<file path="src/rtl/sync_pkg.sv">
// sync_pkg: shared types for the sync_debounce block.
// Holds the lane FSM encoding and parameter limits.
package sync_pkg;

  typedef enum logic [1:0] {
    STABLE_LO = 2'b00,
    PEND_HI   = 2'b01,
    STABLE_HI = 2'b11,
    PEND_LO   = 2'b10
  } debounce_state_e;

  localparam int DEB_MIN = 1;
  localparam int DEB_MAX = 65535;

  // Stability counter must hold 0..cycles.
  function automatic int stab_cnt_w(input int cycles);
    return $clog2(cycles + 1);
  endfunction

endpackage

</file>
<file path="src/rtl/sync_debounce_lane.sv">
// sync_debounce_lane: one debounced lane (FSM, stability
// counter, registered level, edge pulses, event counter).
// Ports: clk, rst (sync, active-high), i_in (synced sample),
//   i_clr (clear event counter), o_level, o_rise, o_fall,
//   o_cnt (saturating count of committed transitions).
module sync_debounce_lane
  import sync_pkg::*;
#(
  parameter int DEBOUNCE_CYCLES = 8,
  parameter int CNT_WIDTH       = 8
) (
  input  logic                 clk,
  input  logic                 rst,
  input  logic                 i_in,
  input  logic                 i_clr,
  output logic                 o_level,
  output logic                 o_rise,
  output logic                 o_fall,
  output logic [CNT_WIDTH-1:0] o_cnt
);

  localparam int SW = stab_cnt_w(DEBOUNCE_CYCLES);
  // Count value held just before the commit edge.
  // Stable states keep the counter at 0, so with a
  // single-cycle debounce the first differing sample
  // commits straight away.
  localparam logic [SW-1:0] LAST =
    SW'(DEBOUNCE_CYCLES - 1);
  localparam logic [CNT_WIDTH-1:0] CNT_MAX = '1;
  localparam logic [CNT_WIDTH-1:0] CNT_ONE =
    CNT_WIDTH'(1);

  debounce_state_e      r_state;
  debounce_state_e      w_state_nxt;
  logic [SW-1:0]        r_stab;
  logic [SW-1:0]        w_stab_nxt;
  logic                 r_level;
  logic                 r_rise;
  logic                 r_fall;
  logic [CNT_WIDTH-1:0] r_cnt;
  logic [CNT_WIDTH-1:0] w_cnt_nxt;
  logic                 w_commit_hi;
  logic                 w_commit_lo;
  logic                 w_commit;

  always_ff @(posedge clk) begin
    if (rst) begin
      r_state <= STABLE_LO;
      r_stab  <= '0;
      r_level <= 1'b0;
      r_rise  <= 1'b0;
      r_fall  <= 1'b0;
      r_cnt   <= '0;
    end else begin
      r_state <= w_state_nxt;
      r_stab  <= w_stab_nxt;
      r_level <= (r_level | w_commit_hi) & ~w_commit_lo;
      r_rise  <= w_commit_hi;
      r_fall  <= w_commit_lo;
      r_cnt   <= w_cnt_nxt;
    end
  end

  always_comb begin
    w_state_nxt = r_state;
    w_stab_nxt  = r_stab;
    w_commit_hi = 1'b0;
    w_commit_lo = 1'b0;
    unique case (r_state)
      STABLE_LO, PEND_HI: begin
        if (!i_in) begin
          w_state_nxt = STABLE_LO;
          w_stab_nxt  = '0;
        end else if (r_stab == LAST) begin
          w_state_nxt = STABLE_HI;
          w_stab_nxt  = '0;
          w_commit_hi = 1'b1;
        end else begin
          w_state_nxt = PEND_HI;
          w_stab_nxt  = r_stab + 1'b1;
        end
      end
      STABLE_HI, PEND_LO: begin
        if (i_in) begin
          w_state_nxt = STABLE_HI;
          w_stab_nxt  = '0;
        end else if (r_stab == LAST) begin
          w_state_nxt = STABLE_LO;
          w_stab_nxt  = '0;
          w_commit_lo = 1'b1;
        end else begin
          w_state_nxt = PEND_LO;
          w_stab_nxt  = r_stab + 1'b1;
        end
      end
      default: begin
        w_state_nxt = STABLE_LO;
        w_stab_nxt  = '0;
      end
    endcase
  end

  // A clear that coincides with a commit still
  // records that commit.
  always_comb begin
    w_commit  = w_commit_hi | w_commit_lo;
    w_cnt_nxt = r_cnt;
    if (i_clr) begin
      w_cnt_nxt = w_commit ? CNT_ONE : '0;
    end else if (w_commit && (r_cnt != CNT_MAX)) begin
      w_cnt_nxt = r_cnt + 1'b1;
    end
  end

  assign o_level = r_level;
  assign o_rise  = r_rise;
  assign o_fall  = r_fall;
  assign o_cnt   = r_cnt;

endmodule

</file>
<file path="src/rtl/sync_debounce.sv">
// sync_debounce: DATA_WIDTH independent debounced lanes.
// Ports: clk, rst (sync, active-high), in, clr_cnt,
//   level, rise, fall, event_cnt (lane i at i*CNT_WIDTH).
module sync_debounce
  import sync_pkg::*;
#(
  parameter int DATA_WIDTH      = 4,
  parameter int DEBOUNCE_CYCLES = 8,
  parameter int CNT_WIDTH       = 8
) (
  input  logic                            clk,
  input  logic                            rst,
  input  logic [DATA_WIDTH-1:0]           in,
  input  logic                            clr_cnt,
  output logic [DATA_WIDTH-1:0]           level,
  output logic [DATA_WIDTH-1:0]           rise,
  output logic [DATA_WIDTH-1:0]           fall,
  output logic [DATA_WIDTH*CNT_WIDTH-1:0] event_cnt
);

  if ((DEBOUNCE_CYCLES < DEB_MIN) ||
      (DEBOUNCE_CYCLES > DEB_MAX)) begin : g_bad_deb
    $error("DEBOUNCE_CYCLES must be 1..65535");
  end

  if (CNT_WIDTH < 1) begin : g_bad_cnt
    $error("CNT_WIDTH must be at least 1");
  end

  if (DATA_WIDTH < 1) begin : g_bad_dw
    $error("DATA_WIDTH must be at least 1");
  end

  for (genvar i = 0; i < DATA_WIDTH; i++) begin : g_lane
    sync_debounce_lane #(
      .DEBOUNCE_CYCLES(DEBOUNCE_CYCLES),
      .CNT_WIDTH      (CNT_WIDTH)
    ) u_lane (
      .clk    (clk),
      .rst    (rst),
      .i_in   (in[i]),
      .i_clr  (clr_cnt),
      .o_level(level[i]),
      .o_rise (rise[i]),
      .o_fall (fall[i]),
      .o_cnt  (event_cnt[i*CNT_WIDTH +: CNT_WIDTH])
    );
  end

endmodule
</file>
<file path="config.mk">
export PLATFORM = sky130hd
export DESIGN_NAME = sync_debounce
export DESIGN_NICKNAME = d
export VERILOG_FILES = /design/src/rtl/sync_pkg.sv /design/src/rtl/sync_debounce_lane.sv /design/src/rtl/sync_debounce.sv
export SDC_FILE = /design/constraint.sdc
export NUM_CORES = 1
export LEC_CHECK = 0
export BUFFER_PORTS_ARGS = -buffer_cell sky130_fd_sc_hd__clkbuf_2
export CORE_MARGIN = 1
export CORE_UTILIZATION = 45
export DETAILED_ROUTE_END_ITERATION = 10
export GPL_TIMING_DRIVEN = 0
export PLACE_DENSITY = 0.78
export SYNTH_ARGS = -nofsm -noshare
export SYNTH_HDL_FRONTEND = slang
export SYNTH_SLANG_ARGS = --single-unit
</file>
<file path="constraint.sdc">
create_clock -name clk -period 1.45 [get_ports clk]
set_input_delay 0.29 -clock clk [delete_from_list [all_inputs] [get_ports clk]]
set_output_delay 0.29 -clock clk [all_outputs]
set_load 0.01 [all_outputs]
</file>
==> results by group <==
Run status
  – Status: complete, but fails checks
  – Violated checks: negative setup slack

CTS
  – Clock tree buffer depth: 2
  – TritonCTS Sinks: 64
  – Clk slew on worst S/H paths: 0.07 ns
  – Root buffer cell: clkbuf_8
  – Clock latency reported for the late side of the worst-skew pair: 0.34 ns
  – Inserted Clock Buffers: 9
  – TritonCTS clock tree: built
  – H-tree depth: 3

Setup path
  – R2R depth: 6
  – Startpoint types: flop
  – Req. time, crit path: 1.73 ns
  – Crit Path Class: reg2reg
  – Crit. End Element: flop
  – Crit path arrival time: 1.79 ns
  – Worst-path fanout max: 5

Logic synthesis
  – Cell Area, Synth: 0.002975 mm^2
  – Top cells by area, synth: dfxtp_1 43%, a21oi_1 3.7%, nor2_1 3.7%, nand2_1 3.4%, ha_1 3.4%
  – Yosys top cell by area: dfxtp_1
  – Cell variety after synth: 47
  – Yosys reg bits: 64
  – Register area share after synthesis: 43.06%
  – Syn_nets: 348
  – EDFF count, synth: 0
  – Top-area cell type share of the netlist area: 43.06%
  – Mapped Cells: 333
  – Avg Cell Area, Syn: 8.935 um^2
  – Most used flip-flop cell after synthesis: dfxtp_1
  – Asr flop ratio synth: 0%
  – Yosys warns: 0

Timing
  – RSZ-0062 raised after global routing: yes
  – Final Setup Violations: 4
  – Final WS setup: -0.05875 ns
  – Final period utilization: 104.1%
  – Final Hold Fails: 0
  – Slew margin rel.: 58.69%
  – Final TNS setup: -0.09914 ns
  – Hold Slack: 0.2363 ns
  – Maximum operating frequency: 662.8 MHz
  – Crit path time final: 1.509 ns
  – Clk_skew: 0.01277 ns
  – Max Slew Vio Count: 0
  – Least-Margin Pin Slew: 0.6197 ns

Global route
  – First-pass GRT wire length: 11450 um
  – Largest net degree at the start of global routing: 11
  – Met1 GRT Util: 25.00%
  – Global Route met2 Usage: 33.46%
  – Antenna violations before repair: 0
  – Grt ovf: 0
  – Top Usage Layer GRT: met2
  – Met3 Track Usage GR: 6.362%
  – Total GRT Usage: 20.67%
  – Vias in the first global route: 2519

Placed design
  – Number of port buffers: 47
  – Setup Slack @ Placement: -0.4493 ns
  – Area after DPL: 0.003390 mm^2
  – Placed insts: 457
  – Routability cong.: 0.8144
  – Dpl hpwl: 4639 um

Power and ir drop
  – Maximum VDD drop: 0.9491 mV
  – Pwr per Cell Area: 866.1 mW/mm^2
  – Cell leakage power: 1.531 nW

Die
  – Die extent in y: 83.32 um
  – Std-Cell Rows: 29
  – Starting density of the core: 46.86%
  – Core area: 0.006350 mm^2
  – Die Wd: 83.32 um
  – Die area: 0.006941 mm^2
  – # IOs: 51

Routing
  – Drt pass-1 iters: 4
  – WL/cell: 14.87 um
  – Initial DRC count: 96
  – Vias: 2776
  – DRC Markers: 0
  – Final ANT Viol Nets: 0
  – Average vias per placed instance: 5.665
  – Final WL: 7287 um

Job
  – Max-cap violation count: 0

Min path
  – Hold path depth: 2
  – Hold crit path type: in2reg

Finish
  – Post-route insts no fill: 490
  – Diode count: 0
  – Share of post-route cells with drive strength above 1: 39.95%
  – Cell area after layout: 0.004014 mm^2
  – Layout area overhead: 34.90%
  – Fin nets: 423
==> flip-flops by register name, indices dropped and copies added (netlist names) <==
name,flops
g_lane.u_lane.r_stab,16
g_lane.u_lane.o_cnt,32
g_lane.u_lane.o_rise,4
g_lane.u_lane.r_state,4
g_lane.u_lane.o_level,4
g_lane.u_lane.o_fall,4
==> cell usage after synthesis, drive strengths merged (4+ instances only) <==
| cell type | count |
|---|---|
| nand3b | 4 |
| xor2 | 10 |
| or3 | 4 |
| o21ai | 15 |
| buf | 17 |
| nand2 | 27 |
| clkbuf | 7 |
| nand3 | 18 |
| and3 | 9 |
| a211oi | 6 |
| dfxtp | 64 |
| inv | 6 |
| and3b | 4 |
| ha | 8 |
| nor4b | 5 |
| o21a | 4 |
| xnor2 | 8 |
| nor3b | 4 |
| nand4 | 6 |
| o311ai | 5 |
| nor3 | 10 |
| nor2 | 29 |
| a21oi | 22 |
==> critical path, stage by stage, from the launching register on <==
cell	delay [ns]
dfxtp_2	0.35
ha_4	0.13
and3b_1	0.17
buf_6	0.13
o211ai_4	0.11
or4_4	0.43
a21oi_2	0.12
==> stage by stage <==
| stage | power, mW | utilization [%] |
|---|---|---|
| 2_1_floorplan | 1.895 | - |
| 3_3_place_gp | 1.930 | 53.38 |
| 3_5_place_dp | 1.933 | 53.38 |
| 4_1_cts | 3.494 | 59.88 |
| 5_1_grt | 3.598 | 63.21 |
| 6_report | 3.476 | 63.21 |
==> path summary, 6_finish.rpt <==
kind                                         startpoint                                endpoint  slack, ns
setup / recovery  g_lane[2].u_lane.r_stab[0]$_SDFF_PP0_  g_lane[2].u_lane.o_cnt[6]$_SDFFE_PP0P_      -0.06
hold / removal                                    in[1]      g_lane[1].u_lane.o_fall$_SDFF_PP0_       0.24
setup reg to reg  g_lane[2].u_lane.r_stab[0]$_SDFF_PP0_  g_lane[2].u_lane.o_cnt[6]$_SDFFE_PP0P_      -0.06
hold reg to reg   g_lane[0].u_lane.r_stab[0]$_SDFF_PP0_   g_lane[0].u_lane.r_stab[0]$_SDFF_PP0_       0.45
==> cell usage in the layout, fill, tap and decap left out, types with 4 or more instances in the layout <==
| cell | netlist | routed |
|---|---|---|
| nor2_1 | 29 | 26 |
| nor3_1 | 10 | 9 |
| clkbuf_8 | 0 | 11 |
| buf_4 | 12 | 29 |
| ha_4 | 0 | 7 |
| dfxtp_2 | 0 | 18 |
| a211oi_1 | 6 | 6 |
| dfxtp_4 | 0 | 8 |
| nand3_1 | 18 | 15 |
| o21ai_0 | 15 | 13 |
| clkbuf_2 | 0 | 48 |
| nand2_1 | 27 | 27 |
| a21oi_2 | 0 | 4 |
| inv_1 | 6 | 6 |
| or3_1 | 4 | 4 |
| xor2_1 | 9 | 7 |
| nor4b_1 | 5 | 5 |
| dfxtp_1 | 64 | 38 |
| a21oi_1 | 22 | 18 |
| nand3b_1 | 4 | 4 |
| and3_1 | 9 | 9 |
| nand4_1 | 6 | 6 |
| o21a_1 | 4 | 4 |
| clkbuf_1 | 7 | 6 |
| xnor2_1 | 8 | 6 |
==> where the power goes <==
group | internal (mW) | switching (mW) | leakage [nW]
sequential | 1.76 | 0.0124 | 0.532
combinational | 0.0491 | 0.0947 | 0.896
clock | 0.884 | 0.680 | 0.103
==> logic make-up (layout without fill, tap and decap cells) <==
family                   Yosys count  count (layout)  share of synthesized area, %
AO/OA/AOI/OAI                     71              71                         16.32
XOR/XNOR                          18              18                         5.551
adder cells (fa/ha/maj)            8               8                         3.364
buffers and inverters             30             110                         5.467
flip-flops                        64              64                         43.06
multiplexers                       4               4                         1.388
AND/OR/NAND/NOR                  138             138                         24.85
==> cell type report <==
cell class / instances / area (um^2)
Multi-Input combinational cell: 239 / 1837
Clock buffer: 13 / 158.9
Buffer: 23 / 151.4
Clock inverter: 3 / 40.04
Sequential cell: 64 / 1334
Tap cell: 77 / 96.34
Timing Repair Buffer: 65 / 374.1
Inverter: 6 / 22.52
Fill cell: 513 / 2336
==> layer usage <==
layer / part of all wire, % / wire, um / vias up
met5: 0 / 0 / -
met3: 5.4 / 397 / 11
met1: 43 / 3137 / 1332
li1: - / - / 1356
met4: 1.8 / 132 / 0
met2: 50 / 3620 / 77
==> timing repair <==
| item | 4_1_cts | 5_1_grt |
|---|---|---|
| setup buffers | 13 | 6 |
| endpoints found under the setup margin | 24 | 30 |
| pin swaps | 12 | 18 |
| gates resized for setup | 32 | 47 |
| hold buffers | 0 | 0 |
Note: power is estimated with default switching activity, not from simulation.
